--- src/rtl/tlk2711_pkg.sv ---
// tlk2711_pkg: shared register-bus constants, AXI response codes and bridge FSM states.
package tlk2711_pkg;
  localparam int REG_DATA_WIDTH = 64;
  localparam int REG_ADDR_WIDTH = 16;
  localparam logic [1:0] RESP_OKAY   = 2'd0;
  localparam logic [1:0] RESP_SLVERR = 2'd2;
  localparam logic [1:0] RESP_DECERR = 2'd3;
  typedef enum logic [2:0] {
    ST_IDLE,
    ST_WR_STROBE,
    ST_WR_RESP,
    ST_RD_STROBE,
    ST_RD_WAIT,
    ST_RD_RESP
  } state_t;
  function automatic logic [1:0] access_resp(input logic out_of_span, input logic malformed);
    return out_of_span ? RESP_DECERR : malformed ? RESP_SLVERR : RESP_OKAY;
  endfunction
endpackage

--- src/rtl/tlk2711_axil_hold_reg.sv ---
// tlk2711_axil_hold_reg: single-entry valid/data holding register for one AXI-Lite request channel.
module tlk2711_axil_hold_reg #(
  parameter int W = 16
) (
  input  logic         clk,
  input  logic         rst,
  input  logic         i_en,
  input  logic         i_valid,
  input  logic [W-1:0] i_data,
  input  logic         i_clr,
  output logic         o_ready,
  output logic         o_held,
  output logic [W-1:0] o_data
);
  logic         r_held;
  logic [W-1:0] r_data;
  assign o_ready = i_en & ~r_held;
  assign o_held  = r_held;
  assign o_data  = r_data;
  always_ff @(posedge clk or posedge rst)
    if (rst) begin
      r_held <= 1'b0;
      r_data <= '0;
    end else if (i_clr) begin
      r_held <= 1'b0;
    end else if (o_ready && i_valid) begin
      r_held <= 1'b1;
      r_data <= i_data;
    end
endmodule

--- src/rtl/tlk2711_axil_reg_bridge.sv ---
// tlk2711_axil_reg_bridge: serialising AXI4-Lite slave driving tlk2711_top register strobes.
// Define TLK2711_AXIL_RANGE_CHECK_EN to answer addresses at or beyond REG_SPAN with DECERR.
module tlk2711_axil_reg_bridge
  import tlk2711_pkg::*;
#(
  parameter int                        AXI_ADDR_WIDTH = 16,
  parameter int                        RD_LATENCY     = 1,
  parameter logic [AXI_ADDR_WIDTH-1:0] REG_SPAN       = 'h100
) (
  input  logic                      clk,
  input  logic                      rst,
  input  logic                      s_axil_awvalid,
  output logic                      s_axil_awready,
  input  logic [AXI_ADDR_WIDTH-1:0] s_axil_awaddr,
  input  logic                      s_axil_wvalid,
  output logic                      s_axil_wready,
  input  logic [63:0]               s_axil_wdata,
  input  logic [7:0]                s_axil_wstrb,
  output logic                      s_axil_bvalid,
  input  logic                      s_axil_bready,
  output logic [1:0]                s_axil_bresp,
  input  logic                      s_axil_arvalid,
  output logic                      s_axil_arready,
  input  logic [AXI_ADDR_WIDTH-1:0] s_axil_araddr,
  output logic                      s_axil_rvalid,
  input  logic                      s_axil_rready,
  output logic [63:0]               s_axil_rdata,
  output logic [1:0]                s_axil_rresp,
  output logic                      o_reg_wen,
  output logic [15:0]               o_reg_waddr,
  output logic [63:0]               o_reg_wdata,
  output logic                      o_reg_ren,
  output logic [15:0]               o_reg_raddr,
  input  logic [63:0]               i_reg_rdata
);
`ifdef TLK2711_AXIL_RANGE_CHECK_EN
  localparam bit RANGE_EN = 1'b1;
`else
  localparam bit RANGE_EN = 1'b0;
`endif
  localparam logic [1:0] LAT = 2'(RD_LATENCY);
  state_t                    r_state, w_next;
  logic                      r_run, r_last_wr;
  logic [1:0]                r_cnt, r_bresp, r_rresp;
  logic [63:0]               r_rdata;
  logic                      w_idle, w_en, w_b_done, w_r_done;
  logic                      w_aw_held, w_w_held, w_ar_held;
  logic [AXI_ADDR_WIDTH-1:0] w_awaddr, w_araddr;
  logic [71:0]               w_wd;
  logic [1:0]                w_wr_resp, w_rd_resp;
  logic                      w_gnt_wr, w_gnt_rd, w_cap;
  // r_run keeps every ready low while reset is asserted and for the first cycle after
  assign w_idle   = r_state == ST_IDLE;
  assign w_en     = r_run & w_idle;
  assign w_b_done = (r_state == ST_WR_RESP) & s_axil_bready;
  assign w_r_done = (r_state == ST_RD_RESP) & s_axil_rready;
  tlk2711_axil_hold_reg #(.W(AXI_ADDR_WIDTH)) u_aw (
    .clk(clk), .rst(rst), .i_en(w_en), .i_valid(s_axil_awvalid), .i_data(s_axil_awaddr),
    .i_clr(w_b_done), .o_ready(s_axil_awready), .o_held(w_aw_held), .o_data(w_awaddr)
  );
  tlk2711_axil_hold_reg #(.W(72)) u_w (
    .clk(clk), .rst(rst), .i_en(w_en), .i_valid(s_axil_wvalid), .i_data({s_axil_wstrb, s_axil_wdata}),
    .i_clr(w_b_done), .o_ready(s_axil_wready), .o_held(w_w_held), .o_data(w_wd)
  );
  tlk2711_axil_hold_reg #(.W(AXI_ADDR_WIDTH)) u_ar (
    .clk(clk), .rst(rst), .i_en(w_en), .i_valid(s_axil_arvalid), .i_data(s_axil_araddr),
    .i_clr(w_r_done), .o_ready(s_axil_arready), .o_held(w_ar_held), .o_data(w_araddr)
  );
  assign w_wr_resp = access_resp(RANGE_EN && (w_awaddr >= REG_SPAN),
                                 (w_awaddr[2:0] != 3'd0) || (w_wd[71:64] != 8'hFF));
  assign w_rd_resp = access_resp(RANGE_EN && (w_araddr >= REG_SPAN), w_araddr[2:0] != 3'd0);
  // round-robin: a write wins a tie only when the previous grant was a read
  assign w_gnt_wr = w_idle & w_aw_held & w_w_held & (~w_ar_held | ~r_last_wr);
  assign w_gnt_rd = w_idle & w_ar_held & ~w_gnt_wr;
  assign w_cap    = ((r_state == ST_RD_STROBE) && (LAT == 2'd0)) ||
                    ((r_state == ST_RD_WAIT) && (r_cnt == LAT));
  always_ff @(posedge clk or posedge rst)
    if (rst) r_state <= ST_IDLE;
    else     r_state <= w_next;
  always_comb begin
    w_next = r_state;
    case (r_state)
      ST_IDLE:      w_next = w_gnt_wr ? ((w_wr_resp == RESP_OKAY) ? ST_WR_STROBE : ST_WR_RESP) :
                             w_gnt_rd ? ((w_rd_resp == RESP_OKAY) ? ST_RD_STROBE : ST_RD_RESP) : ST_IDLE;
      ST_WR_STROBE: w_next = ST_WR_RESP;
      ST_WR_RESP:   w_next = s_axil_bready ? ST_IDLE : ST_WR_RESP;
      ST_RD_STROBE,
      ST_RD_WAIT:   w_next = w_cap ? ST_RD_RESP : ST_RD_WAIT;
      ST_RD_RESP:   w_next = s_axil_rready ? ST_IDLE : ST_RD_RESP;
      default:      w_next = ST_IDLE;
    endcase
  end
  always_ff @(posedge clk or posedge rst)
    if (rst) begin
      r_run     <= 1'b0;
      r_last_wr <= 1'b0;
      r_cnt     <= 2'd0;
      r_bresp   <= RESP_OKAY;
      r_rresp   <= RESP_OKAY;
      r_rdata   <= '0;
    end else begin
      r_run <= 1'b1;
      r_cnt <= (r_state == ST_RD_STROBE) ? 2'd1 : r_cnt + 2'd1;
      if (w_gnt_wr) begin
        r_last_wr <= 1'b1;
        r_bresp   <= w_wr_resp;
      end
      if (w_gnt_rd) begin
        r_last_wr <= 1'b0;
        r_rresp   <= w_rd_resp;
        r_rdata   <= '0;
      end
      if (w_cap) r_rdata <= i_reg_rdata;
    end
  assign s_axil_bvalid = r_state == ST_WR_RESP;
  assign s_axil_bresp  = r_bresp;
  assign s_axil_rvalid = r_state == ST_RD_RESP;
  assign s_axil_rresp  = r_rresp;
  assign s_axil_rdata  = r_rdata;
  assign o_reg_wen     = r_state == ST_WR_STROBE;
  assign o_reg_waddr   = w_awaddr[15:0];
  assign o_reg_wdata   = w_wd[63:0];
  assign o_reg_ren     = r_state == ST_RD_STROBE;
  assign o_reg_raddr   = w_araddr[15:0];
endmodule
--- config.mk ---
export PLATFORM = sky130hd
export DESIGN_NAME = tlk2711_axil_reg_bridge
export DESIGN_NICKNAME = d
export VERILOG_FILES = /design/src/rtl/tlk2711_pkg.sv /design/src/rtl/tlk2711_axil_hold_reg.sv /design/src/rtl/tlk2711_axil_reg_bridge.sv
export SDC_FILE = /design/constraint.sdc
export NUM_CORES = 1
export LEC_CHECK = 0
export ABC_AREA = 1
export CORE_MARGIN = 4
export CORE_UTILIZATION = 47
export DETAILED_ROUTE_END_ITERATION = 7
export PLACE_DENSITY_LB_ADDON = 0.25
export REMOVE_ABC_BUFFERS = 1
export SYNTH_ARGS = -nofsm -noshare
export SYNTH_HDL_FRONTEND = slang
export SYNTH_SLANG_ARGS = --single-unit
--- constraint.sdc ---
create_clock -name clk -period 19.2 [get_ports clk]
set_input_delay 3.84 -clock clk [delete_from_list [all_inputs] [get_ports clk]]
set_output_delay 3.84 -clock clk [all_outputs]
set_load 0.01 [all_outputs]
# After elaboration in Yosys (flattened, before gate mapping)

Cells that the tools add are included.

Flip-flop bits (word level): 182
Input port bits: 175
Output and inout bits: 171
Word-level logic and storage cells: 80

$add $sub $neg: 1
Equality and inequality tests: 7
Multiplexer cells: 21
Bitwise operators: 19
Reduce and logical (&&, ||, !) cells: 19

Operators with widths:

| kind                  | count |
|---|---|
| $mux W64              | 2 |
| $pmux W3 S5           | 1 |
| $mux W3               | 4 |
| $and A1 B1 Y1         | 11 |
| $mux W2               | 5 |
| $reduce_bool A2 Y1    | 5 |
| $mux W1               | 9 |
| $ne A8 B8 Y1 const B  | 1 |
| $not A1 Y1            | 7 |
| $eq A3 B2 Y1 const B  | 2 |
| $eq A3 B3 Y1 const B  | 2 |
| $reduce_and A2 Y1     | 3 |
| $reduce_bool A3 Y1    | 2 |
| $logic_and A1 B1 Y1   | 4 |
| $logic_not A2 Y1      | 2 |
| $eq A3 B1 Y1 const B  | 1 |
| $logic_not A3 Y1      | 1 |
| $add A2 B1 Y2 const B | 1 |
| $eq A2 B1 Y1 const B  | 1 |
| $reduce_or A2 Y1      | 1 |
| $logic_or A1 B1 Y1    | 1 |
| $or A1 B1 Y1          | 1 |

# Logic depth before layout (Yosys ltp)

Depth in word-level cells: 9
Gate-level depth with buffers: 8
Gate-level depth less buffers: 7

# Hierarchy

From an unflattened synthesis, not the netlist that was laid out.

Cell total of the unflattened synthesis: 824
Area, all modules: 7420.9 sq um

Modules (own cells, without submodules):

| module                           | times used | cells each | area an instance (sq um) | seq. area each (sq um) |
|---|---|---|---|---|
| tlk2711_axil_reg_bridge          | 1          | 353        | 3103.0                   | 1826.8 |
| tlk2711_axil_hold_reg (u_w)      | 1          | 319        | 2899.0                   | 1826.8 |
| tlk2711_axil_hold_reg (u_ar ...) | 2          | 76         | 709.4                    | 425.4 |

# Worst setup path after synthesis

Ideal clock, no wire load.

Kind: reg2out
Start: register r_state[0]
End: output port o_reg_ren
Arrival: 0.958 ns
Data required time: 15.360 ns
Setup slack: 14.402 ns
Cell stages (with the launch flop): 3
Path buffers: 0
Cell sequence: dfrtp_1 -> inv_1 -> nor3_1

Cells in the longest elaborated chain, start to end: 1

Ends and longest elaborated chain:

| item                     | line                           | text |
|---|---|---|
| start: declaration       | tlk2711_axil_reg_bridge.sv:42  | `state_t r_state, w_next;` |
| start signal: assignment | tlk2711_axil_reg_bridge.sv:79  | `else r_state <= w_next;` |
| $eq A3 B2 Y1             | tlk2711_axil_reg_bridge.sv:123 | `assign o_reg_ren = r_state == ST_RD_STROBE;` |
| end: declaration         | tlk2711_axil_reg_bridge.sv:32  | `output logic o_reg_ren,` |

Every way passes these cells.

# Worst setup path in the final report

Ends and elaborated chain as after synthesis.

==> results_dict.tcl <==
set metrics [dict create \
    status "completed" \
    postRouteAntennaNets 0 \
    design_area_um2 11900 \
    hold_end "u_w.o_data[50]" \
    cts.clk_slew.worst_paths_ns 0.06 \
    r2r_end "s_axil_rdata[53]" \
    placed_area_um2 11200 \
    cts_resized 0 \
    dp_hpwl_um 16000 \
    route.detailed.drc 0 \
    drv_cap 0 \
    p_leak_nw 5.76 \
    ys_seq_area_share_pct 53.4 \
    die_w_um 142 \
    dieArea_um2 20100 \
    firstDrtPassIters 6 \
    clock.fmax_ghz 0.170 \
    io_buffers 343 \
    die_y_um 142 \
    r2r_slack_ns 16.16 \
    fin_crit_ns 5.87 \
    io_pins 346 \
    grt_pass1_vias 6449 \
    slowest_stage "clkdlybuf4s50_1" \
    gp_congestion 0.837 \
    final_layout_size_suffix_gt1_share_pct 19.5 \
    area_growth_pct 40.8 \
    cellPowerDensity_nw_per_um2 145 \
    drtIter0Drc 299 \
    ys.warnings.count 0 \
    core_um2 17400 \
    grt_usage_pct 21.9 \
    ys_ff_latch 180 \
    rsz0062_at_grt "false" \
    clockBufferDepth 2 \
    slew_headroom_pct 27.1 \
    min-delay-start "u_w.o_data[50]" \
    final_max_slew_viol_count 0 \
    syn_area_um2 8430 \
    finalHoldViolations 0 \
    synth_edf_count 0 \
    ys.flop_type "dfrtp_1" \
    yosysMostFrequentCell "nand2_1" \
    async_flop_share_pct 100 \
    irDropWorstVdd_uv 73.8 \
    routed_wl_um 22300 \
    min_path_type "reg -> reg" \
    start_kind "flop" \
    tightest_slew_ns 1.09 \
    cts_root_buf "clkbuf_16" \
    gr-total-overflow 0 \
    cts_tree "yes" \
    clk_latency_ns 0.42 \
    synth_area_leaders "dfrtp_1 (53%), nand2_1 (15%), nand2_2 (9.2%)" \
    start_util_pct 48.4 \
    synth_common_cells "nand2_1 (345), dfrtp_1 (180), nand2_2 (124)" \
    r2r_cells 7 \
    fin_nets 1314 \
    worst-path-max-fanout 7 \
    grt_antenna_before_repair 1 \
    synth_area_per_cell_um2 9.62 \
    cpPeakStageDelay_ns 0.64 \
    cts_setup_buffers 0 \
    cts-buffers-inserted 17 \
    finalSetupViolations 0 \
    finClkSkew_ns 0.00970 \
    path_cells "inv_1 -> nor3_1 -> clkdlybuf4s50_1" \
    worstReg2RegStart "r_state[2]" \
    worstPathRequired_ns 15.36 \
    rows 48 \
    min_period_over_period_pct 30.6 \
    netlist_instances 876 \
    ctsHtreeMaxLevel 4 \
    path_class "reg -> out" \
    setup_tns_ns 0 \
    post_drt_wl_per_cell_um 16.2 \
    vias 6411 \
    arrival_ns 2.03 \
    synth_top_area_share_pct 53.4 \
    yosysTopAreaCell "dfrtp_1" \
    worstSetupEndpointType "output port" \
    grt_max_degree 109 \
    holdBufCountCts 0 \
    hold_depth 2 \
    cts_sinks 180 \
    vias_per_cell 4.66 \
    grt_first_pass_wirelength_um 34800 \
    ys_types 25 \
]
critical path: cells and delay by family, from the launching register on:
family / cells / cell delay [ns]
buffers and inverters: 2 / 0.72
flip-flops: 1 / 0.49
AND/OR/NAND/NOR: 1 / 0.40
kinds of logic (layout without fill, tap and decap cells):
family	count (synthesis)	in the layout	share of synthesized area, %
buffers and inverters	127	400	12.3
flip-flops	180	180	53.4
AND/OR/NAND/NOR	562	562	33.8
other	2	4	0.0891
adder cells (fa/ha/maj)	1	1	0.148
AO/OA/AOI/OAI	4	4	0.237
power breakdown:
part           internal (mW)  total, mW  switching (mW)
registers              0.534      0.629          0.0951
clock network          0.226      0.373           0.147
logic                  0.362      0.722           0.360
total                   1.12       1.72           0.602
layout make-up:
type                            count  area [µm²]
Fill cell                        1393        5540
Tap cell                          225         282
Clock inverter                     11         173
Multi-Input combinational cell    570        2900
Sequential cell                   180        4500
Antenna cell                        1        2.50
Inverter                           22        87.6
Timing Repair Buffer              347        3460
Clock buffer                       20         457
worst max-delay path by stage:
stage | from | endpoint | slack (ns)
after floorplan | rst | r_cnt[0] | 10.47
after global placement | rst | u_w.o_data[58] | 13.09
after detailed placement | rst | u_w.o_data[40] | 13.10
after CTS | r_state[0] | o_reg_ren | 13.27
after global routing | r_state[0] | o_reg_ren | 13.21
final | r_state[0] | o_reg_ren | 13.33
stage by stage:
| step | util (%) | std cells | worst slack [ns] | power, mW | hold slack, ns |
|---|---|---|---|---|---|
| 2_1_floorplan | - | 772 | 10.47 | 0.945 | 0.415 |
| 3_3_place_gp | 64.5 | 1344 | 13.09 | 1.35 | 0.430 |
| 3_5_place_dp | 64.5 | 1344 | 13.10 | 1.36 | 0.457 |
| 4_1_cts | 68.2 | 1375 | 13.27 | 1.75 | 0.474 |
| 5_1_grt | 68.2 | 1376 | 13.21 | 1.83 | 0.488 |
| 6_report | 68.2 | 1376 | 13.33 | 1.72 | 0.467 |
flip-flops by register name (all words and copies together) (netlist names):
signal,cells
r_cnt,2
s_axil_rdata,64
r_last_wr,1
u_aw.o_held,1
r_run,1
u_ar.o_held,1
r_state,3
s_axil_rresp,1
u_ar.o_data,16
u_w.o_held,1
u_aw.o_data,16
s_axil_bresp,1
u_w.o_data,72
routing by layer:
layer  GRT usage, %  routed length, µm
met5              0                  0
met4           6.57                442
met3           9.03               2190
met2           37.1              10900
met1           25.8               8680
layout by cell type, fill, tap and decap left out, drive strengths merged:
cell / synthesis / final
conb: 2 / 3
clkbuf: 0 / 20
inv: 22 / 26
nand3: 69 / 69
nand2: 469 / 469
clkinvlp: 0 / 1
a21oi: 1 / 1
bufinv: 0 / 4
dfrtp: 180 / 180
diode: 0 / 1
nand3b: 2 / 2
ha: 1 / 1
buf: 105 / 4
clkdlybuf4s50: 0 / 343
nand4: 3 / 3
clkinv: 0 / 2
nor2: 14 / 14
o21ai: 3 / 3
nor3: 5 / 5
Power figures use the tool's default switching activity.
==> edit 1: new RTL, same settings <==
Change the localparam `RANGE_EN` from 1'b0 to 1'b1.
--- a/src/rtl/tlk2711_axil_reg_bridge.sv
+++ b/src/rtl/tlk2711_axil_reg_bridge.sv
@@ -38,3 +38,3 @@
 `else
-  localparam bit RANGE_EN = 1'b0;
+  localparam bit RANGE_EN = 1'b1;
 `endif
Function: changed (a bounded check fails within 4 cycles, from zero or initial values and one cycle with rst high).
==> edit 1 against the original RTL <==
Routed wire length increased by 0.39%; maximum frequency is essentially flat; core utilization grew 3.1 points; synthesized area decreased by 9.0%; design area is 4.2% lower; first-iteration DRC count is 5.0% higher; largest power group unchanged; sequential cell count up 2; worst setup slack worse by 0.0053 ns; highest routed layer unchanged; power decreased by 0.22%.
==> edit 1: results (changes against the original RTL) <==
| Metric | Value |
|---|---|
| Fill cells | 1,234 (was 1,393) |
| CTS Root Cell | clkbuf_16 (unchanged) |
| Via Count | 6,520 (was 6,411) |
| Status | complete, no violations (unchanged) |
| Met3 Track Usage GR | 9.14% (was 9.03%) |
| Clock skew | 0.0133 ns (was 0.00970 ns) |
| Slowest Stage Delay on Critical Path | 0.53 ns (was 0.64 ns) |
| Layout cell share with drive strength beyond 1 | 3.94% (was 19.5%) |
| Ys Warns | 0 (unchanged) |
| Number of global-route vias before repair | 6,468 (was 6,449) |
| CP Max Fanout | 4 (was 7) |
| DRT iter0 DRCs | 314 (was 299) |
| Sw Ratio | 34.4% (was 34.9%) |
| Met3 Routed Length | 2.15 mm (was 2.19 mm) |
| Max reg flops | 72 (unchanged) |
| Pre-antenna DRT Iters | 4 (was 6) |
| Port bufs | 345 (was 343) |
| VDD IR max | 0.0787 mV (was 0.0738 mV) |
| Hold Crit Depth | 1 (was 2) |
| R2r worst-path depth | 9 (was 7) |
| Num CTS Buffers | 17 (unchanged) |
| Global Route met1 Usage | 27.0% (was 25.8%) |
| Synth async-reset ratio | 100% (unchanged) |
| Largest net degree at the start of global routing | 100 (was 109) |
| Grt total ovfl | 0 (unchanged) |
| DP Wirelength | 15.9 mm (was 16.0 mm) |
| Most common flop cell mapped by yosys | dfrtp_1 (unchanged) |
| Synth cell types | 25 (unchanged) |
| DR WL met2 | 11.1 mm (was 10.9 mm) |
| M2 GR Usage | 40.8% (was 37.1%) |
| Skew-Pair Late Insertion Delay | 0.43 ns |
| Leakage | 0.00564 uW (was 0.00576 uW) |
| Clock transition at the registers of the reported paths | 0.06 ns (about the same) |
| H-tree depth | 4 (unchanged) |
| Commonest cells post-synth | nand2_1 (455), dfrtp_1 (182), nand3_1 (73) (was nand2_1 (345), dfrtp_1 (180), nand2_2 (124)) |
| Post-DR wirelength/cell | 16.1 um (was 16.2 um) |
| Placed cell count | 1,352 (was 1,344) |
| Worst path slowest cell | clkdlybuf4s50_1 (unchanged) |
| Avg Cell Area, Syn | 8.62 um2 (was 9.62 um2) |
| GRT Resource Usage Total | 24.0% (was 21.9%) |
| CTS Buffer Depth | 2 (unchanged) |
| HP Class | reg2reg (unchanged) |
| Top Metal Used | met4 (unchanged) |
| Synth top area cells | dfrtp_1 (59%), nand2_1 (22%), buf_4 (6.3%) (was dfrtp_1 (53%), nand2_1 (15%), nand2_2 (9.2%)) |
| Setup Buffers After CTS | 0 (unchanged) |
| Final-stage net count | 1,331 (was 1,314) |
| First-pass GRT wire length | 34.1 mm (was 34.8 mm) |
| GPL Wtd Cong | 0.813 (was 0.837) |
| Initial antenna violation count | 1 (unchanged) |
| # resized after CTS | 0 (unchanged) |
| Crit-path leading delay family | buffers and inverters (unchanged) |
| Final WL | 22.3 mm (about the same) |
| Register area share after synthesis | 59.4% (was 53.4%) |
| Worst slew margin relative to its limit | 25.4% (was 27.1%) |
| Metal-1 WL | 8.27 mm (was 8.68 mm) |
-- edit 1: final cells by class --
cell class                      instances  share of cell area [%]
Multi-Input combinational cell        572                    20.5
Tap cell                              216                    2.38
Sequential cell                       182                    40.1
Antenna cell                            1                  0.0220
Inverter                               33                    1.16
Clock inverter                          6                   0.803
Clock buffer                           25                    4.45
Timing Repair Buffer                  349                    30.6
-- edit 1: power groups by stage --
stage                     logic [uW]  registers (uW)  clock network [uW]
after global placement           715             644                   0
after global routing             789             668                 374
final                            721             646                 352
after detailed placement         728             648                   0
after CTS                        730             647                 358
after floorplan                  226             710                   0
-- edit 1: metrics by stage --
step | setup WS, ns | instance area (um2)
after detailed placement | 13.17 | 10800
after floorplan | 10.42 | 7000
after CTS | 13.30 | 11400
after global routing | 13.23 | 11400
after global placement | 13.17 | 10800
final | 13.32 | 11400
-- edit 1: final timing paths --
path / startpoint / endpoint / slack [ns]
max: r_state[1]$_DFF_PP0_ / s_axil_arready / 13.32
min: r_cnt[0]$_DFF_PP0_ / r_cnt[0]$_DFF_PP0_ / 0.44
max reg2reg: r_state[1]$_DFF_PP0_ / u_w.o_data[65]$_DFFE_PP0P_ / 16.71
min reg2reg: r_cnt[0]$_DFF_PP0_ / r_cnt[0]$_DFF_PP0_ / 0.44
max in group asynchronous: rst / u_w.o_data[2]$_DFFE_PP0P_ / 13.73
min in group asynchronous: rst / u_w.o_data[57]$_DFFE_PP0P_ / 3.92
-- edit 1: logic make-up after synthesis --
kind of cell | count (synthesis) | synth area share (%)
buffers and inverters | 136 | 10.3
AO/OA/AOI/OAI | 14 | 0.946
flip-flops | 182 | 59.4
AND/OR/NAND/NOR | 556 | 29.2
adder cells (fa/ha/maj) | 1 | 0.163
other | 1 | 0.0489
==> edit 2: new RTL, config.mk and constraints unchanged <==
Made on the original files. Re-encode `state_t` (6 states) as one-hot, 6 bits wide.
--- a/src/rtl/tlk2711_pkg.sv
+++ b/src/rtl/tlk2711_pkg.sv
@@ -7,9 +7,9 @@
   localparam logic [1:0] RESP_DECERR = 2'd3;
-  typedef enum logic [2:0] {
-    ST_IDLE,
-    ST_WR_STROBE,
-    ST_WR_RESP,
-    ST_RD_STROBE,
-    ST_RD_WAIT,
-    ST_RD_RESP
+  typedef enum logic [5:0] {
+    ST_IDLE      = 6'b000001,
+    ST_WR_STROBE = 6'b000010,
+    ST_WR_RESP   = 6'b000100,
+    ST_RD_STROBE = 6'b001000,
+    ST_RD_WAIT   = 6'b010000,
+    ST_RD_RESP   = 6'b100000
   } state_t;
Check against the original RTL: no difference found for any inputs over 4 cycles, from zero or initial values and one cycle with rst high; so few cycles prove little.
==> edit 2 against the original RTL <==
Sequential cell count is 3 higher; first-iteration DRC count is 62% higher; sequential share of layout area is 0.38 points higher; power is 8.2% lower; design area is 0.70% higher; via count is 12% higher; core utilization is 0.24 points higher; synthesized area is 0.33% higher; routed wire length is 9.9% higher; maximum frequency is 0.95% lower; worst setup slack worse by 0.056 ns; largest cell class unchanged.
==> edit 2: results (changes against the original RTL) <==
| Metric | Value |
|---|---|
| DP Wirelength | 16.8 mm (was 16.0 mm) |
| Initial antenna violation count | 1 (unchanged) |
| Most common flop cell mapped by yosys | dfrtp_1 (unchanged) |
| Clock skew | 0.0104 ns (was 0.00970 ns) |
| Commonest cells post-synth | nand2_1 (358), dfrtp_1 (182), nand4_1 (106) (was nand2_1 (345), dfrtp_1 (180), nand2_2 (124)) |
| CTS Root Cell | clkbuf_16 (unchanged) |
| Clock transition at the registers of the reported paths | 0.06 ns (about the same) |
| # resized after CTS | 0 (unchanged) |
| GRT Resource Usage Total | 23.9% (was 21.9%) |
| DR vias/cell | 5.15 (was 4.66) |
| Synth async-reset ratio | 100% (unchanged) |
| Final-stage net count | 1,328 (was 1,314) |
| Pre-CTS setup slack | 13.18 ns (was 13.10 ns) |
| Fill cells | 1,402 (was 1,393) |
| Skew-Pair Late Insertion Delay | 0.42 ns (about the same) |
| GPL Wtd Cong | 0.815 (was 0.837) |
| Num CTS Buffers | 17 (unchanged) |
| HP Class | reg2reg (unchanged) |
| Worst path slowest cell | dfstp_2 (was clkdlybuf4s50_1) |
| DRT iter0 DRCs | 483 (was 299) |
| Total negative slack | 0 ns (unchanged) |
| VDD IR max | 0.0931 mV (was 0.0738 mV) |
| Ys Warns | 0 (unchanged) |
| Pre-antenna DRT Iters | 5 (was 6) |
| Max reg flops | 72 (unchanged) |
| First-pass GRT wire length | 38.4 mm (was 34.8 mm) |
| Final WL | 24.5 mm (was 22.3 mm) |
| WP data arrival | 2.09 ns (was 2.03 ns) |
| Register area share after synthesis | 54.2% (was 53.4%) |
| Largest net degree at the start of global routing | 105 (was 109) |
| Layout cell share with drive strength beyond 1 | 8.15% (was 19.5%) |
| Synth top area cells | dfrtp_1 (54%), nand2_1 (16%), nand4_1 (7.8%) (was dfrtp_1 (53%), nand2_1 (15%), nand2_2 (9.2%)) |
| Ant diodes | 0 (was 1) |
| CTS Buffer Depth | 2 (unchanged) |
| H-tree depth | 4 (unchanged) |
| Setup Buffers After CTS | 0 (unchanged) |
| Max cap viols | 0 (unchanged) |
| CP Max Fanout | 6 (was 7) |
| Leakage | 0.00573 uW (was 0.00576 uW) |
| Sw Ratio | 35.7% (was 34.9%) |
| Number of global-route vias before repair | 7,160 (was 6,449) |
| Worst slew margin relative to its limit | 24.0% (was 27.1%) |
| Synth cell types | 27 (was 25) |
| Port bufs | 343 (unchanged) |
| Slowest Stage Delay on Critical Path | 0.56 ns (was 0.64 ns) |
| Crit-path leading delay family | buffers and inverters (unchanged) |
| Status | complete, no violations (unchanged) |
==> edit 2: cell count changes after synthesis, sizes merged, moves of 2 or more <==
cell	before	now
o21ai	3	5
nor2	14	26
buf	105	109
nand3b	2	0
nor3	5	0
nand4	3	109
clkbuf	0	20
nand3	69	74
nand2	469	359
nor3b	0	2
dfrtp	180	182
==> edit 2: stage by stage <==
step	cell area [um2]	cells
2_1_floorplan	7560	786
3_3_place_gp	11300	1358
3_5_place_dp	11300	1358
4_1_cts	12000	1390
5_1_grt	12000	1390
6_report	12000	1390
==> edit 2: layout make-up <==
cell class                      instances  area [um2]  share of cell area (%)
Timing Repair Buffer                  347        3460                    28.9
Clock inverter                         13         191                    1.60
Multi-Input combinational cell        581        2910                    24.3
Tap cell                              225         282                    2.35
Sequential cell                       183        4580                    38.3
Clock buffer                           19         443                    3.70
Inverter                               22        90.1                   0.754
==> edit 2: cell families (layout without fill, tap and decap cells) <==
kind of cell / Yosys count / count (layout) / synth area share (%)
simple gates: 572 / 572 / 33.7
flops: 183 / 183 / 54.2
fa+ha+maj: 1 / 1 / 0.148
other cells: 2 / 3 / 0.0888
buf+inv: 151 / 401 / 11.6
compound gates: 5 / 5 / 0.296
==> edit 2: power by group through the flow <==
| stage | logic [uW] | clock network, uW | registers [uW] |
|---|---|---|---|
| after floorplan | 240 | 0 | 624 |
| after global placement | 628 | 0 | 580 |
| after detailed placement | 638 | 0 | 582 |
| after CTS | 639 | 382 | 579 |
| after global routing | 689 | 398 | 595 |
| final | 630 | 374 | 579 |
==> edit 2: final timing paths <==
check / startpoint / end / slack, ns / cells past startpoint
max: r_state[0]$_DFF_PP1_ / s_axil_wready / 13.27 / 7
min: r_cnt[0]$_DFF_PP0_ / r_cnt[0]$_DFF_PP0_ / 0.44 / 1
max reg2reg: r_state[1]$_DFF_PP0_ / s_axil_rdata[50]$_DFFE_PP0P_ / 15.89 / 6
min reg2reg: r_cnt[0]$_DFF_PP0_ / r_cnt[0]$_DFF_PP0_ / 0.44 / 1
max in group asynchronous: rst / u_w.o_data[3]$_DFFE_PP0P_ / 13.71 / 3
min in group asynchronous: rst / s_axil_rdata[57]$_DFFE_PP0P_ / 3.94 / 2
==> edit 2: routing by layer <==
metal  GRT usage (%)  up-vias  wire (um)
li1                -     3406          -
met1            29.8     3434       9640
met2            39.2      286      11800
met3            8.70       35       2440
met4            6.92        2        520
met5               0        -         11
